$ cat src/rtl/pusher_scheduler.sv
// Round-robin scheduler that shares one word-to-chunk pusher between NUM_REQ requesters.
// Grants a word, strobes a one-cycle load, then tracks the chunk window with idx/last markers.
module pusher_scheduler #(
  parameter  int BUS_WIDTH  = 32,
  parameter  int DATA_WIDTH = 8,
  parameter  int NUM_REQ    = 4,
  localparam int CHUNKS     = BUS_WIDTH / DATA_WIDTH,
  localparam int IW         = (CHUNKS  > 1) ? $clog2(CHUNKS)  : 1,
  localparam int GW         = (NUM_REQ > 1) ? $clog2(NUM_REQ) : 1
) (
  input  logic                         clk_i,
  input  logic                         rst_i,
  input  logic [NUM_REQ-1:0]           req_valid_i,
  input  logic [NUM_REQ*BUS_WIDTH-1:0] req_data_i,
  output logic [NUM_REQ-1:0]           req_ready_o,
  input  logic                         hold_i,
  output logic                         push_load_o,
  output logic [BUS_WIDTH-1:0]         push_data_o,
  output logic                         chunk_valid_o,
  output logic [IW-1:0]                chunk_idx_o,
  output logic                         last_o,
  output logic [GW-1:0]                grant_id_o,
  output logic                         busy_o
);

  typedef enum logic [1:0] {S_IDLE, S_LOAD, S_PUSH} state_t;

  state_t               r_state;
  logic [IW-1:0]        r_cnt;
  logic [GW-1:0]        r_ptr;
  logic [GW-1:0]        r_gid;
  logic [BUS_WIDTH-1:0] r_data;
  logic                 r_load, r_cvalid, r_last, r_busy;

  logic [NUM_REQ-1:0][BUS_WIDTH-1:0] w_words;
  logic [2*NUM_REQ-1:0]              w_rot;
  logic                              w_found;
  logic [GW-1:0]                     w_sel;
  logic [GW:0]                       w_sum;
  logic [GW-1:0]                     w_next_ptr;
  logic [IW-1:0]                     w_cnt_nxt;
  logic                              w_last_cnt, w_arb, w_grant;

  assign w_words = req_data_i;
  // Rotating the doubled valid vector puts rr_ptr at bit 0, so the lowest set bit wins.
  assign w_rot   = {req_valid_i, req_valid_i} >> r_ptr;

  always_comb begin
    w_found = 1'b0;
    w_sel   = '0;
    w_sum   = '0;
    for (int i = NUM_REQ - 1; i >= 0; i--) begin
      if (w_rot[i]) begin
        w_found = 1'b1;
        w_sum   = {1'b0, r_ptr} + (GW+1)'(i);
        if (w_sum >= (GW+1)'(NUM_REQ)) w_sum = w_sum - (GW+1)'(NUM_REQ);
        w_sel   = w_sum[GW-1:0];
      end
    end
  end

  assign w_next_ptr  = (w_sel == GW'(NUM_REQ - 1)) ? '0 : w_sel + 1'b1;
  assign w_cnt_nxt   = r_cnt + 1'b1;
  assign w_last_cnt  = (r_cnt == IW'(CHUNKS - 1));
  assign w_arb       = !rst_i && !hold_i &&
                       (r_state == S_IDLE || (r_state == S_PUSH && w_last_cnt));
  assign w_grant     = w_arb && w_found;
  assign req_ready_o = w_grant ? (NUM_REQ'(1) << w_sel) : '0;

  always_ff @(posedge clk_i) begin
    if (rst_i) begin
      r_state  <= S_IDLE;
      r_cnt    <= '0;
      r_ptr    <= '0;
      r_gid    <= '0;
      r_data   <= '0;
      r_load   <= 1'b0;
      r_cvalid <= 1'b0;
      r_last   <= 1'b0;
      r_busy   <= 1'b0;
    end else if (w_grant) begin
      r_state  <= S_LOAD;
      r_data   <= w_words[w_sel];
      r_gid    <= w_sel;
      r_ptr    <= w_next_ptr;
      r_cnt    <= '0;
      r_load   <= 1'b1;
      r_cvalid <= 1'b0;
      r_last   <= 1'b0;
      r_busy   <= 1'b1;
    end else begin
      case (r_state)
        S_LOAD: begin
          r_state  <= S_PUSH;
          r_cnt    <= '0;
          r_load   <= 1'b0;
          r_cvalid <= 1'b1;
          r_last   <= (CHUNKS == 1);
          r_busy   <= 1'b1;
        end
        S_PUSH: begin
          if (w_last_cnt) begin
            r_state  <= S_IDLE;
            r_cnt    <= '0;
            r_cvalid <= 1'b0;
            r_last   <= 1'b0;
            r_busy   <= 1'b0;
          end else begin
            r_cnt  <= w_cnt_nxt;
            r_last <= (w_cnt_nxt == IW'(CHUNKS - 1));
          end
        end
        default: begin
          r_state  <= S_IDLE;
          r_cnt    <= '0;
          r_load   <= 1'b0;
          r_cvalid <= 1'b0;
          r_last   <= 1'b0;
          r_busy   <= 1'b0;
        end
      endcase
    end
  end

  assign push_load_o   = r_load;
  assign push_data_o   = r_data;
  assign chunk_valid_o = r_cvalid;
  assign chunk_idx_o   = r_cnt;
  assign last_o        = r_last;
  assign grant_id_o    = r_gid;
  assign busy_o        = r_busy;

endmodule

$ cat config.mk
export PLATFORM = sky130hd
export DESIGN_NAME = pusher_scheduler
export DESIGN_NICKNAME = d
export VERILOG_FILES = /design/src/rtl/pusher_scheduler.sv
export SDC_FILE = /design/constraint.sdc
export NUM_CORES = 1
export LEC_CHECK = 0
export ABC_CLOCK_PERIOD_IN_PS = 1550
export BUFFER_PORTS_ARGS = -buffer_cell sky130_fd_sc_hd__buf_2
export CAP_MARGIN = 5
export CORE_UTILIZATION = 39
export DETAILED_ROUTE_END_ITERATION = 6
export GPL_TIMING_DRIVEN = 0
export MAX_ROUTING_LAYER = met4
export PLACE_DENSITY_LB_ADDON = 0.25
export SYNTH_ARGS = -nofsm -noshare
export SYNTH_HDL_FRONTEND = slang
export SYNTH_SLANG_ARGS = --single-unit
$ cat constraint.sdc
create_clock -name clk_i -period 1.55 [get_ports clk_i]
set_input_delay 0.155 -clock clk_i [delete_from_list [all_inputs] [get_ports clk_i]]
set_output_delay 0.155 -clock clk_i [all_outputs]
set_load 0.02 [all_outputs]
==> impl_metrics.json <==
{
  "outcome": "complete, but fails checks",
  "violations": "setup timing",
  "final.setup_skew_ps": 7.31,
  "synth-seq-area-share": 0.305,
  "multi_input_area_um2": 2020,
  "htreeDepth": 2,
  "syn_inst": 328,
  "regArea_um2": 868,
  "fin_crit_ps": 1880,
  "critical_path_buf_inv_count": 3,
  "synth-async-reset-ratio": 0,
  "grt_max_degree": 14,
  "synth_area_per_cell_um2": 8.60,
  "yosys_register_bits": 43,
  "area_growth_pct": 66.6,
  "synth-main-ff-cell": "dfxtp_1",
  "timing_worst_slew_pin_value_ps": 472,
  "port_buffers": 177,
  "wire_per_inst_um": 16.2,
  "rsz0062_at_grt": "yes",
  "ys_types": 36,
  "maxCapViolCount": 0,
  "path_clk_slew_ps": 90,
  "crit_path_top_delay_cell": "dfxtp_4",
  "hold_viol": 0,
  "final_util": 0.681,
  "path_class": "flip-flop to primary output",
  "vias": 3508,
  "crit_path_frequent_cell": "buf_6",
  "arrival_ps": 1730,
  "io_pins": 179,
  "grt_antenna_before_repair": 0,
  "die_w_um": 87.1,
  "relSlewSlack": 0.685,
  "row_count": 30,
  "yosys.area.top_type": "dfxtp_1",
  "vdd_drop_max_mv": 0.450,
  "clk_latency_ps": 300,
  "design.core.area_um2": 6910,
  "clockRootBuffer": "clkbuf_8",
  "ctsLongestPathBuffers": 2,
  "syn_area_um2": 2820,
  "drcViolationCount": 0,
  "synth_edf_count": 0,
  "ys.warnings.count": 0,
  "hold_ws_ps": 157,
  "endpoint_kind": "primary output",
  "drt_iter0_drc": 105,
  "r2r_start": "r_ptr[1]$_SDFFE_PP0P_",
  "ant_nets": 0,
  "routed_wl_um": 10300,
  "max_stage_delay_ps": 400,
  "diodes": 0,
  "gr-total-overflow": 0,
  "dr.pass1.iters": 4,
  "critical-path-top-delay-family": "flip-flops",
  "synth_top_area_share": 0.305,
  "initial_core_util": 0.409,
  "crit_chain": "mux2i_4 > nor2_4 > nor3_2 > buf_6 > buf_12 > ha_4 > and2_4 > buf_6",
  "place_area_um2": 3900,
  "setup_viol": 36,
  "cts_sinks": 43,
  "synth_top_cells_by_count": "43 x dfxtp_1, 39 x nand2_1, 33 x mux2i_1",
  "synth_nets": 466,
  "die_area_um2": 7580,
  "numCtsBuffers": 5,
  "cts_tree": "done",
  "worst_slack_ps": -333,
  "fmax_mhz": 531,
  "yosysMostFrequentCell": "dfxtp_1",
  "drive_above_1_share": 0.565,
  "first_global_vias": 3204,
  "drv_slew": 0,
  "p_per_area_nw_per_um2": 838,
  "critPathLaunch": "r_ptr[1]$_SDFFE_PP0P_",
  "path_max_fanout": 6,
  "grt_pass1_wl_um": 15000,
  "p_total_w": 0.00394,
  "num-fill-cells": 601,
  "synth_area_leaders": "dfxtp_1 31%, mux2i_1 12%, a211o_1 9.9%, o211ai_1 8.5%, o31ai_1 8.5%",
  "fin_area_um2": 4700,
  "p_leak_nw": 2.06,
  "nets": 675,
  "via_per_inst": 5.53,
  "start_kind": "flip-flop",
  "fin_crit_sh": 1.21,
  "dp_hpwl_um": 6980,
  "place_ws_ps": -283,
  "required_ps": 1390,
  "gp_congestion": 0.824,
  "hp-start": "req_data_i[25]",
  "die_h_um": 87.1,
  "hp-class": "input pin to flip-flop",
  "grt_usage": 0.260
}
## registers in the layout (all words and copies together) (netlist names)
signal	count
busy_o	1
chunk_idx_o	2
grant_id_o	2
last_o	1
push_data_o	32
push_load_o	1
r_ptr	2
r_state	2
## stage by stage
stage / cells / TNS (ps)
after global routing: 634 / -10850
after CTS: 627 / -7220
after detailed placement: 601 / -8160
after floorplan: 328 / -15.5
final: 634 / -7050
after global placement: 601 / -7670
## worst paths after layout
| path | end | depth (start not counted) | slack [ps] |
|---|---|---|---|
| setup / recovery | req_ready_o[3] | 8 | -330 |
| hold / removal | push_data_o[25]$_SDFFE_PP0P_ | 3 | 160 |
| setup reg to reg | push_data_o[20]$_SDFFE_PP0P_ | 9 | -230 |
| hold reg to reg | grant_id_o[0]$_SDFFE_PP0P_ | 2 | 460 |
## final cells by class
class | instances | share of cell area
Buffer | 37 | 0.0631
Clock buffer | 6 | 0.0176
Clock inverter | 2 | 0.00745
Inverter | 5 | 0.00612
Multi-Input combinational cell | 242 | 0.429
Sequential cell | 43 | 0.185
Tap cell | 96 | 0.0256
Timing Repair Buffer | 203 | 0.267
## layout by cell type (no fill, tap or decap), drive strengths merged, types with 2 or more instances in the layout
master / netlist / routed
buf: 35 / 234
dfxtp: 43 / 43
nand2: 39 / 39
mux2i: 33 / 33
nand4: 32 / 32
a211o: 32 / 32
o211ai: 32 / 32
o31ai: 32 / 32
clkbuf: 3 / 12
nor2: 10 / 10
nand2b: 6 / 6
inv: 5 / 5
a21oi: 4 / 4
nor3: 4 / 4
o21ai: 3 / 3
ha: 3 / 3
or2: 2 / 2
## where the power goes
group,total [W],switching (W),internal [W]
clock network,0.000933,0.000411,0.000522
registers,0.00130,0.0000707,0.00123
logic,0.00170,0.000879,0.000823
total,0.00394,0.00136,0.00258
## worst register-to-register path: cells and delay by family (launching register included)
kind                   cells  cell delay, ps
AOI/OAI and AO/OA          1             100
muxes                      2             500
buffers and inverters      4             500
and+or+nand+nor            2             170
DFF                        1             400
## routing by layer
layer,share of wire,global-route usage
met1,0.42,0.329
met2,0.49,0.435
met3,0.072,0.0436
met4,0.011,0.0561
met5,0,-
## cells by family (layout without fill, tap and decap cells)
logic type               Yosys count  count (layout)  share of synthesized area
AO/OA/AOI/OAI                    108             108                      0.301
AND/OR/NAND/NOR                   98              98                      0.179
flip-flops                        43              43                      0.305
buffers and inverters             43             253                     0.0847
multiplexers                      33              33                      0.117
adder cells (fa/ha/maj)            3               3                     0.0133
## what timing repair did
action / CTS / global route
setup endpoints to repair: 40 / 38
pin swaps: 6 / 16
setup buffers: 16 / 9
hold buffers: 0 / 0
gates resized for setup: 46 / 60
cloned: 2 / 2
Note: power is estimated with default switching activity, not from simulation.
